$ cat src/rtl/keyboard_cmd_queue_pkg.sv
// Shared definitions for the keyboard command queue: direction codes, ASCII
// constants, parser state encoding and the plain-key decode helper.
package kbd_pkg;

  localparam logic [1:0] DIR_UP    = 2'd0;
  localparam logic [1:0] DIR_DOWN  = 2'd1;
  localparam logic [1:0] DIR_LEFT  = 2'd2;
  localparam logic [1:0] DIR_RIGHT = 2'd3;

  localparam logic [7:0] ASCII_ESC  = 8'h1B;
  localparam logic [7:0] ASCII_LBRK = 8'h5B;
  localparam logic [7:0] ASCII_W_UC = 8'h57;
  localparam logic [7:0] ASCII_W_LC = 8'h77;
  localparam logic [7:0] ASCII_S_UC = 8'h53;
  localparam logic [7:0] ASCII_S_LC = 8'h73;
  localparam logic [7:0] ASCII_A_UC = 8'h41;
  localparam logic [7:0] ASCII_A_LC = 8'h61;
  localparam logic [7:0] ASCII_D_UC = 8'h44;
  localparam logic [7:0] ASCII_D_LC = 8'h64;
  localparam logic [7:0] ASCII_P_UC = 8'h50;
  localparam logic [7:0] ASCII_P_LC = 8'h70;
  localparam logic [7:0] ASCII_B_UC = 8'h42;
  localparam logic [7:0] ASCII_C_UC = 8'h43;

  typedef enum logic [1:0] {
    ST_IDLE = 2'd0,
    ST_ESC  = 2'd1,
    ST_CSI  = 2'd2
  } parser_state_t;

  typedef struct packed {
    logic       push;
    logic [1:0] dir;
    logic       pause;
    logic       esc;
  } key_decode_t;

  // Decode of a byte seen while the parser is idle (also reused when ESC is
  // followed by anything other than '[').
  function automatic key_decode_t decode_plain(input logic [7:0] b);
    key_decode_t r;
    r = '0;
    case (b)
      ASCII_W_UC, ASCII_W_LC: begin r.push = 1'b1; r.dir = DIR_UP;    end
      ASCII_S_UC, ASCII_S_LC: begin r.push = 1'b1; r.dir = DIR_DOWN;  end
      ASCII_A_UC, ASCII_A_LC: begin r.push = 1'b1; r.dir = DIR_LEFT;  end
      ASCII_D_UC, ASCII_D_LC: begin r.push = 1'b1; r.dir = DIR_RIGHT; end
      ASCII_P_UC, ASCII_P_LC: r.pause = 1'b1;
      ASCII_ESC:              r.esc = 1'b1;
      default: ;
    endcase
    return r;
  endfunction

  // Held levels ordered {up, down, left, right}.
  function automatic logic [3:0] dir_to_held(input logic [1:0] dir);
    case (dir)
      DIR_UP:   return 4'b1000;
      DIR_DOWN: return 4'b0100;
      DIR_LEFT: return 4'b0010;
      default:  return 4'b0001;
    endcase
  endfunction

endpackage

$ cat src/rtl/keyboard_cmd_queue_if.sv
// Byte-in / command-out bus of the keyboard command queue.
// Handshakes: a byte is taken on every cycle uart_valid is high (no back-pressure);
// a command is popped on every cycle where cmd_valid && cmd_ready are both high.
interface keyboard_cmd_queue_if;
  logic [7:0] uart_data;
  logic       uart_valid;
  logic       cmd_valid;
  logic [1:0] cmd_dir;
  logic       cmd_ready;

  modport master (
    output uart_data, uart_valid, cmd_ready,
    input  cmd_valid, cmd_dir
  );

  modport slave (
    input  uart_data, uart_valid, cmd_ready,
    output cmd_valid, cmd_dir
  );
endinterface

$ cat src/rtl/keyboard_cmd_queue_cmd_fifo.sv
// DEPTH x 2-bit synchronous FIFO, first-word-fall-through, pointers carry an
// extra wrap bit. A write while full is dropped unless a read happens that cycle.
module cmd_fifo #(
  parameter int DEPTH = 4
) (
  input  logic       clk,
  input  logic       rst_n,
  input  logic       wr_en,
  input  logic [1:0] wr_dir,
  input  logic       rd_en,
  output logic [1:0] rd_dir,
  output logic       empty,
  output logic       full
);
  localparam int AW = $clog2(DEPTH);

  logic [1:0]  mem [DEPTH];
  logic [AW:0] wr_ptr;
  logic [AW:0] rd_ptr;
  logic        do_pop;
  logic        do_push;

  assign empty   = (wr_ptr == rd_ptr);
  assign full    = (wr_ptr[AW] != rd_ptr[AW]) && (wr_ptr[AW-1:0] == rd_ptr[AW-1:0]);
  assign do_pop  = rd_en && !empty;
  assign do_push = wr_en && (!full || do_pop);
  assign rd_dir  = empty ? 2'd0 : mem[rd_ptr[AW-1:0]];

  always_ff @(posedge clk or negedge rst_n) begin
    if (!rst_n) begin
      wr_ptr <= '0;
      rd_ptr <= '0;
    end else begin
      if (do_push) wr_ptr <= wr_ptr + 1'b1;
      if (do_pop)  rd_ptr <= rd_ptr + 1'b1;
    end
  end

  always_ff @(posedge clk) begin
    if (do_push) mem[wr_ptr[AW-1:0]] <= wr_dir;
  end

endmodule

$ cat src/rtl/keyboard_cmd_queue.sv
// UART byte parser (WASD, ANSI arrows, pause) feeding a direction FIFO, with
// stretched one-hot "held" levels and an overflow pulse for dropped commands.
module keyboard_cmd_queue
  import kbd_pkg::*;
#(
  parameter int DEPTH       = 4,
  parameter int HOLD_CYCLES = 1000000,
  parameter int ESC_TIMEOUT = 50000
) (
  input  logic                 clk,
  input  logic                 rst_n,
  keyboard_cmd_queue_if.slave  bus,
  output logic                 held_up,
  output logic                 held_down,
  output logic                 held_left,
  output logic                 held_right,
  output logic                 pause_pulse,
  output logic                 overflow,
  output parser_state_t        dbg_state
);
  localparam int HW = (HOLD_CYCLES > 0) ? $clog2(HOLD_CYCLES + 1) : 1;
  localparam int EW = (ESC_TIMEOUT > 0) ? $clog2(ESC_TIMEOUT + 1) : 1;

  parser_state_t state;
  parser_state_t next_state;
  logic [EW-1:0] esc_cnt;
  logic [HW-1:0] hold_cnt;
  logic [3:0]    held;
  logic          push;
  logic [1:0]    push_dir;
  logic          pause_hit;
  logic          load_timer;
  logic          fifo_empty;
  logic          fifo_full;
  logic          pop;
  key_decode_t   dec;

  assign dec       = decode_plain(bus.uart_data);
  assign pop       = bus.cmd_valid && bus.cmd_ready;
  assign dbg_state = state;
  assign {held_up, held_down, held_left, held_right} = held;

  always_comb begin
    next_state = state;
    push       = 1'b0;
    push_dir   = DIR_UP;
    pause_hit  = 1'b0;
    load_timer = 1'b0;
    if (bus.uart_valid) begin
      case (state)
        ST_CSI: begin
          next_state = ST_IDLE;
          case (bus.uart_data)
            ASCII_A_UC: begin push = 1'b1; push_dir = DIR_UP;    end
            ASCII_B_UC: begin push = 1'b1; push_dir = DIR_DOWN;  end
            ASCII_C_UC: begin push = 1'b1; push_dir = DIR_RIGHT; end
            ASCII_D_UC: begin push = 1'b1; push_dir = DIR_LEFT;  end
            default: ;
          endcase
        end
        default: begin
          // ESC followed by a non-'[' byte falls back to a plain decode of that byte.
          if (state == ST_ESC && bus.uart_data == ASCII_LBRK) begin
            next_state = ST_CSI;
            load_timer = 1'b1;
          end else begin
            push       = dec.push;
            push_dir   = dec.dir;
            pause_hit  = dec.pause;
            next_state = dec.esc ? ST_ESC : ST_IDLE;
            load_timer = dec.esc;
          end
        end
      endcase
    end else if (state != ST_IDLE && esc_cnt == '0) begin
      next_state = ST_IDLE;
    end
  end

  always_ff @(posedge clk or negedge rst_n) begin
    if (!rst_n) begin
      state       <= ST_IDLE;
      esc_cnt     <= '0;
      pause_pulse <= 1'b0;
      overflow    <= 1'b0;
    end else begin
      state       <= next_state;
      pause_pulse <= pause_hit;
      overflow    <= push && fifo_full && !pop;
      if (load_timer)
        esc_cnt <= EW'(ESC_TIMEOUT);
      else if (state != ST_IDLE && esc_cnt != '0)
        esc_cnt <= esc_cnt - EW'(1);
    end
  end

  // Held levels stay up through hold_cnt reaching 1, so HOLD_CYCLES=0 still
  // yields a single-cycle pulse.
  always_ff @(posedge clk or negedge rst_n) begin
    if (!rst_n) begin
      held     <= '0;
      hold_cnt <= '0;
    end else if (push) begin
      held     <= dir_to_held(push_dir);
      hold_cnt <= HW'(HOLD_CYCLES);
    end else begin
      if (hold_cnt != '0) hold_cnt <= hold_cnt - HW'(1);
      if (hold_cnt <= HW'(1)) held <= '0;
    end
  end

  cmd_fifo #(.DEPTH(DEPTH)) u_cmd_fifo (
    .clk    (clk),
    .rst_n  (rst_n),
    .wr_en  (push),
    .wr_dir (push_dir),
    .rd_en  (bus.cmd_ready),
    .rd_dir (bus.cmd_dir),
    .empty  (fifo_empty),
    .full   (fifo_full)
  );

  assign bus.cmd_valid = !fifo_empty;

endmodule

$ cat src/flat_wrapper.sv
// flat-port wrapper written by rule: the top's interface ports become plain ports
module keyboard_cmd_queue_flat import kbd_pkg::*;
#(
  parameter int DEPTH       = 4,
  parameter int HOLD_CYCLES = 1000000,
  parameter int ESC_TIMEOUT = 50000
)
  (clk, rst_n, held_up, held_down, held_left, held_right, pause_pulse, overflow, dbg_state, bus_uart_data, bus_uart_valid, bus_cmd_ready, bus_cmd_valid, bus_cmd_dir);
  keyboard_cmd_queue_if bus_i ();
  input  logic clk;
  input  logic rst_n;
  output logic held_up;
  output logic held_down;
  output logic held_left;
  output logic held_right;
  output logic pause_pulse;
  output logic overflow;
  output parser_state_t dbg_state;
  input wire logic [$bits(bus_i.uart_data)-1:0] bus_uart_data;
  input wire logic [$bits(bus_i.uart_valid)-1:0] bus_uart_valid;
  input wire logic [$bits(bus_i.cmd_ready)-1:0] bus_cmd_ready;
  output wire logic [$bits(bus_i.cmd_valid)-1:0] bus_cmd_valid;
  output wire logic [$bits(bus_i.cmd_dir)-1:0] bus_cmd_dir;
  assign bus_i.uart_data = bus_uart_data;
  assign bus_i.uart_valid = bus_uart_valid;
  assign bus_i.cmd_ready = bus_cmd_ready;
  assign bus_cmd_valid = bus_i.cmd_valid;
  assign bus_cmd_dir = bus_i.cmd_dir;
  keyboard_cmd_queue #(.DEPTH(DEPTH), .HOLD_CYCLES(HOLD_CYCLES), .ESC_TIMEOUT(ESC_TIMEOUT)) u_core (.clk(clk), .rst_n(rst_n), .bus(bus_i), .held_up(held_up), .held_down(held_down), .held_left(held_left), .held_right(held_right), .pause_pulse(pause_pulse), .overflow(overflow), .dbg_state(dbg_state));
endmodule
$ cat config.mk
export PLATFORM = sky130hd
export DESIGN_NAME = keyboard_cmd_queue_flat
export DESIGN_NICKNAME = d
export VERILOG_FILES = /design/src/rtl/keyboard_cmd_queue_pkg.sv /design/src/rtl/keyboard_cmd_queue_if.sv /design/src/rtl/keyboard_cmd_queue_cmd_fifo.sv /design/src/rtl/keyboard_cmd_queue.sv /design/src/flat_wrapper.sv
export SDC_FILE = /design/constraint.sdc
export NUM_CORES = 1
export LEC_CHECK = 0
export ABC_AREA = 1
export BUFFER_PORTS_ARGS = -buffer_cell sky130_fd_sc_hd__buf_4
export CELL_PAD_IN_SITES_DETAIL_PLACEMENT = 1
export CELL_PAD_IN_SITES_GLOBAL_PLACEMENT = 1
export CORE_MARGIN = 1.5
export CORE_UTILIZATION = 35
export CTS_CLUSTER_DIAMETER = 120
export DETAILED_ROUTE_END_ITERATION = 12
export PLACE_DENSITY_LB_ADDON = 0.1
export SETUP_SLACK_MARGIN = 0.3
export SLEW_MARGIN = 20
export SYNTH_ARGS = -nofsm -noshare
export SYNTH_HDL_FRONTEND = slang
export SYNTH_SLANG_ARGS = --single-unit
$ cat constraint.sdc
create_clock -name clk -period 2.3 [get_ports clk]
set_clock_uncertainty 0.1 [all_clocks]
set_input_delay 0.23 -clock clk [delete_from_list [all_inputs] [get_ports clk]]
set_output_delay 0.23 -clock clk [all_outputs]
set_load 0.02 [all_outputs]
==> results of run 1 <==
[sequential cells by signal, summed over array words and instances, names as in the netlist, 2 cells and up]
signal                    cells
u_core.dbg_state              2
u_core.esc_cnt               16
u_core.held                   4
u_core.hold_cnt              20
u_core.u_cmd_fifo.mem         8
u_core.u_cmd_fifo.rd_ptr      3
u_core.u_cmd_fifo.wr_ptr      3
[power breakdown]
part | switching [mW] | internal (mW)
clock network | 0.481 | 0.617
logic | 0.579 | 0.360
registers | 0.188 | 1.20
[worst max-delay path, delay by kind of cell (launching register included)]
kind          cells  cell delay, ps
fa+ha+maj         1             230
flops             1             410
simple gates      5             710
buf+inv           3             310
[per-stage QoR]
stage          area [sq um]  cells
3_5_place_dp           3960    642
3_3_place_gp           3960    642
5_1_grt                4250    664
6_report               4250    664
2_1_floorplan          3660    487
4_1_cts                4190    659
[worst max path at each step]
| stage | endpoint | cells past startpoint |
|---|---|---|
| global route | u_core.hold_cnt[16] | 9 |
| CTS | u_core.hold_cnt[16] | 11 |
| floorplan | u_core.u_cmd_fifo.mem[3][0] | 9 |
| global placement | u_core.hold_cnt[16] | 11 |
| detailed placement | u_core.hold_cnt[16] | 11 |
| finish | u_core.hold_cnt[16] | 9 |
[cell families after synthesis]
kind of cell / share of synthesized area
and+or+nand+nor: 0.366
buffers and inverters: 0.0862
DFF: 0.408
AOI/OAI and AO/OA: 0.0509
xor gates and xnor gates: 0.0547
adders and majority gates: 0.0342
[synth_stat cells (3+ instances only)]
library cell and number:
nand2_1 122, nor2_1 77, inv_1 66, dfrtp_1 50
nand3_1 34, xor2_1 17, nand4_1 14, o21ai_0 14
ha_1 10, edfxtp_1 8, nand2_2 8, nand3b_1 8
inv_2 6, nor2_2 6, nor3_1 6, o21ai_1 6
a21oi_1 5, buf_6 4, nand3_2 4, xnor2_1 4
o22ai_1 3
[per-layer routing]
layer / part of all wire / vias to the layer above / GRT usage
met5: 0 / - / 0
met2: 0.48 / 32 / 0.299
met4: 0.020 / 0 / 0.0616
met3: 0.021 / 15 / 0.0297
li1: - / 1608 / -
met1: 0.48 / 1525 / 0.225
[cell usage in the layout (no fill, tap or decap)]
cell and instances:
nor2_4 2, dfrtp_1 50, a21oi_1 4, clkinvlp_4 3, nor2_1 76, nand3_1 34, o21ai_2 2, xnor2_1 4
and3_1 1, nor3_2 1, nor3_4 1, clkbuf_8 9, ha_1 10, edfxtp_1 8, a21oi_2 2, inv_2 7
o22ai_1 3, xor2_1 17, nor4_1 1, nand2_1 121, nand4_1 14, nand3b_1 8, o21ai_1 6, nand3_2 3
dlygate4sd3_1 1, o21ai_0 14, buf_4 28, inv_6 2, a21oi_4 1, bufinv_16 2, nand2_4 2, nor3_1 6
nand3_4 3, nand2_2 9, xor2_2 1, inv_1 65, nor2_2 7
[final cells by class]
type,instances,area (sq um)
sequential,58,1490
clock buffer,9,124
fill,1283,5990
tap,136,170
timing repair buffer,29,220
multi-input combinational,353,1870
inverter,72,270
clock inverter,7,100
[repair_timing]
action,4_1_cts,5_1_grt
endpoints found under the setup margin,0,17
endpoints found under the hold margin,50,0
buffers inserted,0,5
gates resized for setup,0,5
hold buffers,1,0
==> metrics.md, run 1 <==
| Metric | Value |
|---|---|
| Worst skew pair latency | `350 ps` |
| Total gr overflow | `0` |
| Slew margin rel. | `0.546` |
| Yosys warns | `0` |
| Avg Inst Size Synth | `7.51 sq um` |
| Fmax | `0.534 GHz` |
| Total GRT Usage | `0.176` |
| Worst path required time | `2430 ps` |
| Post-Syn Nets | `509` |
| EDFF count, synth | `8` |
| Initial antenna violation count | `0` |
| Die width | `105 um` |
| Sequential element share of the synthesized area | `0.408` |
| Critical Path Most Common Cell | `nand2_1` |
| Root buffer cell | `clkbuf_8` |
| CTS H-tree lvls | `3` |
| Post-synthesis sequential element count | `58` |
| Ys flop type | `dfrtp_1` |
| Largest cells by area after synthesis | `dfrtp_1, nand2_1, nor2_1` |
| Setup crit start | `u_core.hold_cnt[0]` |
| CTS Buf Count | `9` |
| Slew @ Worst Pin | `681 ps` |
| LEAKAGE | `2.04 nW` |
| Outcome | `completed` |
| DR vias/cell | `4.79` |
| GPL Wtd Cong | `0.831` |
| Vias after detailed routing | `3,180` |
| CP Max Fanout | `7` |
| Row cnt | `37` |
| Die Ht | `105 um` |
| Hold Crit Depth | `4` |
| Fraction of registers with async set/reset | `0.862` |
| Final period util | `0.813` |
| Post-Place Worst Slack | `324 ps` |
| Die area | `0.0111 sq mm` |
| Power Total | `3.43 mW` |
| Reg2reg end | `u_core.hold_cnt[16]` |
| Final setup margin | `429 ps` |
| Clock Sinks | `58` |
| Core Region | `0.0102 sq mm` |
| Clock transition at the registers of the reported paths | `80 ps` |
| First-pass GRT wire length | `15.4 mm` |
| Wire per inst | `13.6 um` |
| WP data arrival | `2000 ps` |
| Hold WC Path Type | `input pin to flop` |
| Post-DP HPWL | `6.85 mm` |
| Nets@finish | `545` |
| FF-to-FF setup slack | `430 ps` |
| Synth-to-layout area growth | `16.0%` |
| Netlist cell types | `32` |
| Diode count | `0` |
| R2r startpoint | `u_core.hold_cnt[0]` |
| CP startpoint kind | `flop` |
| Setup Crit Path Kind | `flop to flop` |
| Final wirelength | `9.05 mm` |
| IO Pins | `23` |
| DRC Markers | `0` |
| WHS | `92.4 ps` |
| Drt first pass iters | `4` |
| DR iter-0 viols | `83` |
| Pwr dens | `807 mW/mm^2` |
| Slowest cell on crit path | `dfrtp_1` |
| Leading area contributor after synthesis | `dfrtp_1` |
| CTS tree | `done` |
| Maximum VDD drop | `0.000407 V` |
| Final slew viol count | `0` |
| Syn Inst Count | `487` |
| Largest net degree at the start of global routing | `51` |
| Share of the synthesized area in the top cell type | `0.342` |
| Hold wc startpoint | `bus_uart_data[1]` |
| Max cap viols | `0` |
| Clock Tree Buf Depth | `2` |
| Worst path cell trace | `inv_2 -> ha_1 -> inv_1 -> nor3_1 -> nand2_1 -> inv_1 -> nand3_1 -> nand2_1 -> nand2_1` |
| RSZ-0062 raised after global routing | `true` |
| Port Buf Inserts | `22` |
| Mapped cell area | `0.00366 sq mm` |
| Setup TNS | `0 ps` |
| Vias in the first global route | `3,227` |
| Final setup fails | `0` |
| Critical path's largest stage delay | `410 ps` |
| Critical path endpoint category | `flop` |
| Final core occ | `0.415` |
| Endpoints failing hold | `0` |
| Initial Util | `0.358` |
| Period minus WS final | `1870 ps` |
| Cell count of the worst reg-to-reg path | `9` |
| Hold Path Sink | `u_core.pause_pulse` |
| Fraction of layout cells with a size suffix above 1 | `0.161` |
| Post-DRT Antenna Nets | `0` |
No activity file was read; power rests on OpenSTA's default activity.
==> run 2, diff against run 1 <==
--- a/config.mk
+++ b/config.mk
@@ -5,7 +5,7 @@
 export SDC_FILE = /design/constraint.sdc
 export NUM_CORES = 1
 export LEC_CHECK = 0
-export ABC_AREA = 1
+export ABC_AREA = 0
 export BUFFER_PORTS_ARGS = -buffer_cell sky130_fd_sc_hd__buf_4
 export CELL_PAD_IN_SITES_DETAIL_PLACEMENT = 1
 export CELL_PAD_IN_SITES_GLOBAL_PLACEMENT = 1
==> constraint.sdc (replaced) <==
create_clock -name clk -period 1.8 [get_ports clk]
set_clock_uncertainty 0.1 [all_clocks]
set_input_delay 0.18 -clock clk [delete_from_list [all_inputs] [get_ports clk]]
set_output_delay 0.18 -clock clk [all_outputs]
set_load 0.02 [all_outputs]
==> run 2 against run 1 <==
  * The run now ends with hold timing, setup timing left
  * First-iteration DRC count up 47%
  * Register-to-register slack worse by 880 ps
  * Combinational power grew to 2.7 times the previous value
  * Sequential cell count unchanged
  * Synthesized area fell by 13%
  * Largest power group is now combinational logic
==> metrics.md, run 2 <==
| Metric | Value |
|---|---|
| Period minus WS final | `2250 ps (+379 ps)` |
| Post-Syn Nets | `332 (-35%)` |
| Netlist cell types | `53 (+66%)` |
| Outcome | `complete, but fails checks` |
| Global routing usage on met3 | `0.0308 (+0.00110)` |
| CTS Buf Count | `9 (unchanged)` |
| Failing checks | `hold timing, setup timing` |
| Top reg by flops | `u_core.hold_cnt` |
| CP Max Fanout | `6 (-1)` |
| Pwr dens | `1090 mW/mm^2 (+35%)` |
| Fmax | `0.444 GHz (-17%)` |
| Most common cell after layout, fill and taps aside | `buf_4` |
| CTS H-tree lvls | `3 (unchanged)` |
| Leading area contributor after synthesis | `dfrtp_1` |
| DR vias/cell | `5.26 (+9.8%)` |
| M2 GR Usage | `0.360 (+0.0609)` |
| Clock transition at the registers of the reported paths | `90 ps (about the same)` |
| Wire per inst | `19.7 um (+44%)` |
| CP startpoint kind | `flop` |
| Nets@finish | `473 (-13%)` |
| Die Ht | `98.3 um (-6.6%)` |
| Post-DP HPWL | `6.12 mm (-11%)` |
| Critical path endpoint category | `flop` |
| Hold WC Path Type | `input pin to flop` |
| Total GRT Usage | `0.203 (+0.0271)` |
| Row cnt | `34 (-8.1%)` |
| Share of the synthesized area in the top cell type | `0.394 (+0.0520)` |
| Slew margin rel. | `0.543 (-0.00323)` |
| Port Buf Inserts | `22 (unchanged)` |
| DRC Markers | `0 (unchanged)` |
| RSZ-0062 raised after global routing | `true` |
| Worst skew pair latency | `350 ps (about the same)` |
| Final slew viol count | `0 (unchanged)` |
| Post-Layout Inst Area | `0.00535 sq mm (+26%)` |
| Initial antenna violation count | `0 (unchanged)` |
| Most Crowded Layer GR | `met2` |
| Synth-to-layout area growth | `68.3%` |
| Largest cells by area after synthesis | `dfrtp_1, edfxtp_1, xnor2_1` |
| GPL Wtd Cong | `0.747 (-10%)` |
| Routing usage on met1 | `0.256 (+0.0312)` |
| Final setup margin | `-450 ps (-879 ps)` |
| Post-DRT Antenna Nets | `0 (unchanged)` |
| Worst path required time | `1910 ps (-520 ps)` |
| Max cap viols | `0 (unchanged)` |
| Maximum VDD drop | `0.000520 V (+28%)` |
| Final period util | `1.25 (+0.437)` |
| Avg Inst Size Synth | `10.2 sq um (+36%)` |
| Slew @ Worst Pin | `686 ps (+4.85 ps)` |
| Top cells by count, synth | `dfrtp_1, nor2_1, xnor2_1` |
| Die width | `98.3 um (-6.6%)` |
| Final setup fails | `46 (+46)` |
| Clock Sinks | `58 (unchanged)` |
| Die area | `0.00966 sq mm (-13%)` |
| Post-synthesis sequential element count | `58 (unchanged)` |
| Placed Area | `0.00425 sq mm (+7.4%)` |
| WHS | `-1.34 ps (-93.7 ps)` |
| Core Region | `0.00876 sq mm (-14%)` |
| Mapped cell area | `0.00318 sq mm (-13%)` |
| LEAKAGE | `2.16 nW (+5.8%)` |
| Ys flop type | `dfrtp_1` |
| Final core occ | `0.610 (+0.195)` |
| Drt first pass iters | `4 (unchanged)` |
| Sequential element share of the synthesized area | `0.469 (+0.0620)` |
| Setup Crit Path Kind | `flop to flop` |
| Clock Tree Buf Depth | `2 (unchanged)` |
| Diode count | `0 (unchanged)` |
| Most frequent cells in the layout | `buf_4, dfrtp_1, buf_6` |
| CTS tree | `done` |
| Endpoints failing hold | `1 (+1)` |
| Vias after detailed routing | `2,965 (-6.8%)` |
| Vias in the first global route | `3,191 (-1.1%)` |
| IO Pins | `23 (unchanged)` |
| Total gr overflow | `0 (unchanged)` |
| WP data arrival | `2360 ps (+360 ps)` |
| Initial Util | `0.363 (+0.00480)` |
| First-pass GRT wire length | `15.6 mm (+1.3%)` |
| Fraction of registers with async set/reset | `0.862 (unchanged)` |
| Fraction of layout cells with a size suffix above 1 | `0.566 (+0.405)` |
| Yosys warns | `0 (unchanged)` |
| Leading cell type by number of instances after synthesis | `dfrtp_1` |
| Final wirelength | `11.1 mm (+23%)` |
| DR iter-0 viols | `122 (+47%)` |
| Syn Inst Count | `310 (-36%)` |
| Root buffer cell | `clkbuf_8` |
| Largest net degree at the start of global routing | `51 (unchanged)` |
| Max reg flops | `20 (unchanged)` |
| EDFF count, synth | `8 (unchanged)` |
[run 2: cell count changes after synthesis, moves of 9 or more]
cell	before	now
inv_1	66	12
nand2_1	122	13
nand3_1	34	13
nand4_1	14	4
nor2_1	77	33
nor3_1	6	15
or3_1	0	10
xnor2_1	4	17
[run 2: critical path: stages (launching register included)]
cell and delay (ps):
dfrtp_1 380, or4_4 600, a311oi_4 450, nand4b_1 190
xor2_1 270, nor2_1 130
[run 2: cell type report]
class	count	area [sq um]
Sequential cell	58	1500
Clock buffer	9	124
Timing Repair Buffer	141	1250
Fill cell	917	3420
Clock inverter	7	101
Multi-Input combinational cell	229	2190
Inverter	12	47.5
Tap cell	108	135
[run 2: path summary, 6_finish.rpt]
| path | endpoint | slack, ps | cells after the start | startpoint |
|---|---|---|---|---|
| worst min-delay path | u_core.dbg_state[1] | -1 | 4 | bus_uart_valid |
| max in group asynchronous | u_core.u_cmd_fifo.wr_ptr[0] | 790 | 2 | rst_n |
| worst min register to register | u_core.held[3] | 430 | 1 | u_core.held[3] |
| min in group asynchronous | u_core.dbg_state[0] | 290 | 2 | rst_n |
| worst max-delay path | u_core.esc_cnt[10] | -450 | 5 | u_core.esc_cnt[5] |
| worst max register to register | u_core.esc_cnt[10] | -450 | 5 | u_core.esc_cnt[5] |
[run 2: kinds of logic after synthesis]
group                      count (synthesis)  synth area share
AOI/OAI and AO/OA                         47             0.102
xor gates and xnor gates                  32            0.0882
adders and majority gates                 11            0.0425
buffers and inverters                     23            0.0327
DFF                                       58             0.469
muxes                                      3            0.0177
and+or+nand+nor                          136             0.247
[run 2: per-stage QoR]
stage / instances / hold slack (ps) / power [mW] / TNS, ps / setup slack (ps)
final: 564 / -1.34 / 5.81 / -8430 / -450
after CTS: 541 / 3.94 / 5.24 / -6470 / -316
after global placement: 506 / 164 / 3.49 / -6090 / -300
after detailed placement: 506 / 165 / 3.55 / -6850 / -302
after global routing: 564 / 13.0 / 6.10 / -11930 / -501
after floorplan: 310 / -216 / 2.76 / -4370 / -354
[run 2: routing by layer]
layer | vias up | routed length [um]
met2 | 34 | 5780
met1 | 1517 | 4930
met4 | 0 | 190
met3 | 12 | 196
li1 | 1402 | -
met5 | - | 0
[run 2: repair_timing]
action                                 4_1_cts  5_1_grt
cloned                                       0        1
buffers inserted                            18       22
endpoints found under the hold margin       50        0
hold buffers                                 1        0
resized for setup                           64       60
setup endpoints to repair                   66       67
pin swaps                                   32       43
[run 2: power breakdown]
| part | internal [mW] | switching, mW | total, mW |
|---|---|---|---|
| sequential | 1.58 | 0.257 | 1.83 |
| clock | 0.789 | 0.640 | 1.43 |
| combinational | 1.34 | 1.21 | 2.55 |
